File: config.mk
export PLATFORM = sky130hd
export DESIGN_NAME = alu_serial_seq
export DESIGN_NICKNAME = d
export VERILOG_FILES = /design/src/rtl/alu_serial_seq.sv
export SDC_FILE = /design/constraint.sdc
export NUM_CORES = 1
export LEC_CHECK = 0
export ABC_AREA = 1
export BUFFER_PORTS_ARGS = -buffer_cell sky130_fd_sc_hd__buf_2
export CORE_MARGIN = 1.5
export CORE_UTILIZATION = 40
export CTS_BUF_LIST = sky130_fd_sc_hd__clkbuf_2 sky130_fd_sc_hd__clkbuf_4 sky130_fd_sc_hd__clkbuf_8
export DETAILED_ROUTE_END_ITERATION = 10
export PLACE_DENSITY = 0.59
export SKIP_CTS_REPAIR_TIMING = 1
export SLEW_MARGIN = 30
export SYNTH_ARGS = -nofsm -noshare
export SYNTH_HDL_FRONTEND = slang
export SYNTH_SLANG_ARGS = --single-unit
File: constraint.sdc
create_clock -name clk -period 2.4 [get_ports clk]
set_clock_uncertainty 0.2 [all_clocks]
set_input_delay 0.48 -clock clk [delete_from_list [all_inputs] [get_ports clk]]
set_output_delay 0.48 -clock clk [all_outputs]
set_load 0.02 [all_outputs]
File: src/rtl/alu_serial_seq.sv
// rtl/alu_serial_seq.sv - bit-serial ALU sequencer, one slice evaluated per clock, LSB first
module alu_serial_seq #(
    parameter int WIDTH = 32
) (
    input  logic             clk,
    input  logic             reset,
    input  logic             start,
    input  logic [1:0]       op,
    input  logic             binvert,
    input  logic [WIDTH-1:0] a,
    input  logic [WIDTH-1:0] b,
    output logic             busy,
    output logic             done,
    output logic [WIDTH-1:0] result,
    output logic             overflow,
    output logic             zero
);
    localparam int CW = (WIDTH > 2) ? $clog2(WIDTH) : 1;
    localparam logic [1:0] OP_AND = 2'd0;
    localparam logic [1:0] OP_OR  = 2'd1;
    localparam logic [1:0] OP_ADD = 2'd2;
    localparam logic [1:0] OP_SLT = 2'd3;

    typedef enum logic [1:0] {
        IDLE = 2'd0,
        RUN  = 2'd1,
        FIX  = 2'd2
    } state_t;

    state_t           state_q;
    logic [WIDTH-1:0] a_q;
    logic [WIDTH-1:0] b_q;
    logic [1:0]       op_q;
    logic             binv_q;
    logic             carry_q;
    logic [CW-1:0]    cnt_q;
    logic [WIDTH-1:0] result_q;
    logic             set_q;
    logic             ovf_q;
    logic             busy_q;
    logic             done_q;
    logic             overflow_q;
    logic             zero_q;

    logic             b2;
    logic             sum;
    logic             carry_d;
    logic             bit_d;
    logic             set_d;
    logic             ovf_d;
    logic [WIDTH-1:0] final_d;

    // Current slice always sits at bit 0 of the operand shift registers.
    always_comb begin
        b2      = binv_q ^ b_q[0];
        sum     = a_q[0] ^ b2 ^ carry_q;
        carry_d = (a_q[0] & b2) | (a_q[0] & carry_q) | (b2 & carry_q);
        bit_d   = 1'b0;
        case (op_q)
            OP_AND:  bit_d = a_q[0] & b_q[0];
            OP_OR:   bit_d = a_q[0] | b_q[0];
            OP_ADD:  bit_d = sum;
            default: bit_d = 1'b0;
        endcase
        set_d   = (a_q[0] != b2) ? sum : a_q[0];
        ovf_d   = (op_q == OP_ADD) && (a_q[0] == b2) && (sum != a_q[0]);
        final_d = result_q;
        if (op_q == OP_SLT) begin
            final_d = {{(WIDTH-1){1'b0}}, set_q};
        end
    end

    always_ff @(posedge clk) begin
        if (reset) begin
            state_q    <= IDLE;
            a_q        <= '0;
            b_q        <= '0;
            op_q       <= OP_AND;
            binv_q     <= 1'b0;
            carry_q    <= 1'b0;
            cnt_q      <= '0;
            result_q   <= '0;
            set_q      <= 1'b0;
            ovf_q      <= 1'b0;
            busy_q     <= 1'b0;
            done_q     <= 1'b0;
            overflow_q <= 1'b0;
            zero_q     <= 1'b0;
        end else begin
            done_q <= 1'b0;
            case (state_q)
                IDLE: begin
                    if (start) begin
                        a_q     <= a;
                        b_q     <= b;
                        op_q    <= op;
                        binv_q  <= binvert;
                        carry_q <= binvert;
                        cnt_q   <= '0;
                        busy_q  <= 1'b1;
                        state_q <= RUN;
                    end
                end
                RUN: begin
                    a_q      <= a_q >> 1;
                    b_q      <= b_q >> 1;
                    carry_q  <= carry_d;
                    result_q <= {bit_d, result_q[WIDTH-1:1]};
                    if (cnt_q == CW'(WIDTH - 1)) begin
                        set_q   <= set_d;
                        ovf_q   <= ovf_d;
                        state_q <= FIX;
                    end else begin
                        cnt_q <= cnt_q + 1'b1;
                    end
                end
                FIX: begin
                    result_q   <= final_d;
                    overflow_q <= ovf_q;
                    zero_q     <= (final_d == '0);
                    busy_q     <= 1'b0;
                    done_q     <= 1'b1;
                    state_q    <= IDLE;
                end
                default: state_q <= IDLE;
            endcase
        end
    end

    assign busy     = busy_q;
    assign done     = done_q;
    assign result   = result_q;
    assign overflow = overflow_q;
    assign zero     = zero_q;
endmodule
==> run_results.csv <==
group,metric,value,unit
critical_path,worst_setup_path_end_kind,"flip-flop",
critical_path,type_of_the_worst_setup_path,"flip-flop to flip-flop",
route,via_per_inst,5.10,
route,totalWireLength,12.3,mm
clocking,clk-insertion-delay-late,0.44,ns
sta,maxClockFrequency,482,MHz
synth,synth-seq-area-share,44.6,%
sta,hold_viol_final,0,
status,outcome,"finished clean",
job,max-cap-violations,0,
critical_path,worst-path-buf-inv,3,
clocking,clkTransAtPathRegs,0.07,ns
critical_path,cp_data_arrival_time,2.18,ns
critical_path,critical_path.cell_chain,"inv_1 -> ha_1 -> inv_2 -> nor2_2 -> inv_2 -> o22ai_1 -> a31oi_1 -> nor2_1",
route,first_iter_violations,252,
synth,yosys.cell_types.count,34,
placed_design,placement.io_buffers,105,
cells_and_area,num-nets-final,841,
critical_path,critical-path-top-delay-family,"buffers and inverters",
critical_path,worst_r2r_startpoint,"state_q[0]",
die,initial_core_util,41.5,%
sta,tightest_slew,0.655,ns
global_routing,global_route.usage.met1,22.9,%
cells_and_area,nFillCells,1294,
clocking,cts_root_buf,"sky130_fd_sc_hd__clkbuf_8",
critical_path,crit_path_max_incr_delay,0.38,ns
global_routing,gr_ovfl_total,0,
global_routing,met3_usage,7.11,%
critical_path,worstReg2RegEnd,"result[8]",
die,die_width,116,um
global_routing,grt_busiest_layer,"met2",
route,antenna_viol_nets_final,0,
route,routedWlPerCell,13.0,um
clocking,clock_sink_count,113,
sta,time_the_worst_path_needs_with_i_o_delays_and_setup,2.08,ns
global_routing,grt_start_max_net_pins,68,
critical_path,data_required_time_at_the_worst_endpoint,2.50,ns
global_routing,grt_first_pass_wirelength,20.5,mm
die,fp.coreArea,0.0122,mm^2
die,floorplan.rows,40,
clocking,clockBufferDepth,2,
critical_path,critical_path.most_common_cell,"sky130_fd_sc_hd__inv_2",
die,fp.dieH,116,um
critical_path,worst-path-max-fanout,21,
clocking,tritoncts,"done",
hold_path,timing.hold.worst.class,"primary input to flip-flop",
critical_path,r2r_setup_slack,0.32,ns
sta,rsz0062_at_grt,"false",
global_routing,track_usage,19.4,%
global_routing,gr-usage-met2,32.7,%
cells_and_area,layout_commonest_cell,"sky130_fd_sc_hd__nand2_1",
global_routing,grt_pass1_vias,4552,
sta,timing.max_slew.rel_slack,56.3,%
route,drt_drc_violations_left,0,
power_and_ir_drop,p_per_area,731,mW/mm^2
synth,post_synth_instance_area,0.00507,mm^2
critical_path,worst_r2r_path_depth,8,
placed_design,hpwl,8.40,mm
critical_path,crit_path_end,"result[8]",
synth,syn_warnings,0,
sta,setup-tns-final,0,ns
cells_and_area,post-route-cell-area,0.00608,mm^2
cells_and_area,areaGrowthSynthToFinish,19.9,%
cells_and_area,layout_common_cells,"164 x sky130_fd_sc_hd__nand2_1, 113 x sky130_fd_sc_hd__dfxtp_1, 105 x sky130_fd_sc_hd__buf_2",
power_and_ir_drop,vdd_ir_drop_max,0.412,mV
placed_design,globalplace.congestion,0.758,
critical_path,worst_path_slowest_cell,"sky130_fd_sc_hd__ha_1",
cells_and_area,post_route_core_utilization,49.8,%
sta,timing_max_transition_violations_final,0,
global_routing,grt_antenna_before_repair,1,
die,die_area,0.0134,mm^2
clocking,cts_max_level,4,
critical_path,critical_path_depth,8,
critical_path,setup.worst_path.start_class,"flip-flop",
placed_design,postPlaceCellArea,0.00567,mm^2
clocking,number_of_buffers_created_by_cts,17,
synth,syn_avg_cell_area,7.50,um^2
cells_and_area,drive_above_1_share,21.6,%
power_and_ir_drop,p_leak,2.58,nW
synth,syn-instance-count,676,
sta,min_period_over_period,86.5,%
die,pin_count,106,
route,detailroute.via_count,4822,
sta,setup-violations-final,0,
critical_path,crit_path_start,"state_q[0]",
synth,synth_seq_cells,113,
route,dr.pass1.iters,4,
synth,synth_fp_nets,753,
==> flip-flops by register name, summed over array words and instances (netlist names), 2 cells and up <==
register	cells
state_q	2
result	32
b_q	32
a_q	32
op_q	2
cnt_q	5
==> cell usage after synthesis (all sizes together) <==
master,number,area [um^2]
o211ai,1,7.51
a211o,1,8.76
inv,51,194
dfxtp,113,2260
nand2,166,628
a21oi,18,90.1
nand3b,1,7.51
a211oi,3,22.5
xnor2,2,17.5
nand4,1,6.26
nor3,3,15.0
nor3b,1,7.51
o22ai,20,125
nand3,11,55.1
a221oi,5,43.8
ha,6,75.1
buf,25,190
clkbuf,26,97.6
o221ai,2,17.5
nor2,50,216
o21ai,83,427
and3,1,6.26
a31oi,85,532
fa,1,20.0
==> cells by family after synthesis <==
group,after synthesis,share of synthesized area (%)
AOI/OAI and AO/OA,218,25.1
buffers and inverters,102,9.50
and+or+nand+nor,234,18.6
xor gates and xnor gates,2,0.345
adders and majority gates,7,1.87
DFF,113,44.6
==> routing by layer <==
layer  vias to the layer above  wire length [um]  share of wire [%]
met2                       120              5790                 47
met5                         -                 0                  0
met3                        10               777                6.3
met1                      2190              5600                 45
li1                       2502                 -                  -
met4                         0               149                1.2
==> worst register-to-register path, delay by kind of cell, from the launching register on <==
kind / cells / cell delay (ns)
compound gates: 2 / 0.31
fa+ha+maj: 1 / 0.38
buf+inv: 3 / 0.58
flops: 1 / 0.37
simple gates: 2 / 0.11
==> area by class of cell <==
type | instances | area, um^2 | share of cell area (%)
inverter | 51 | 194 | 3.19
timing repair buffer | 120 | 676 | 11.1
clock inverter | 4 | 45.0 | 0.741
sequential | 113 | 2260 | 37.2
multi-input combinational | 461 | 2330 | 38.3
clock buffer | 28 | 360 | 5.93
tap | 168 | 210 | 3.46
antenna | 1 | 2.50 | 0.0412
==> worst min-delay path by stage <==
stage / depth (start not counted) / slack, ns / end / startpoint
global placement: 2 / 0.26 / cnt_q[4] / cnt_q[4]
CTS: 3 / 0.09 / b_q[4] / b[4]
floorplan: 2 / 0.24 / a_q[31] / a_q[31]
detailed placement: 2 / 0.26 / b_q[31] / b_q[31]
finish: 3 / 0.1 / b_q[4] / b[4]
global route: 3 / 0.09 / a_q[17] / a[17]
==> through the flow <==
stage                     hold slack (ns)  total power [W]  setup WS [ns]  cells
after floorplan                     0.240          0.00255          0.615    676
after global placement              0.256          0.00269          0.375    913
after detailed placement            0.261          0.00271          0.333    913
after CTS                          0.0862          0.00449          0.322    945
after global routing               0.0912          0.00468          0.159    945
final                              0.0994          0.00444          0.324    946
==> where the power goes <==
part / total, W / internal, W / switching (W)
clock network: 0.00178 / 0.00105 / 0.000727
registers: 0.00208 / 0.00201 / 0.0000733
logic: 0.000583 / 0.000224 / 0.000359
No activity file was read; power rests on OpenSTA's default activity.
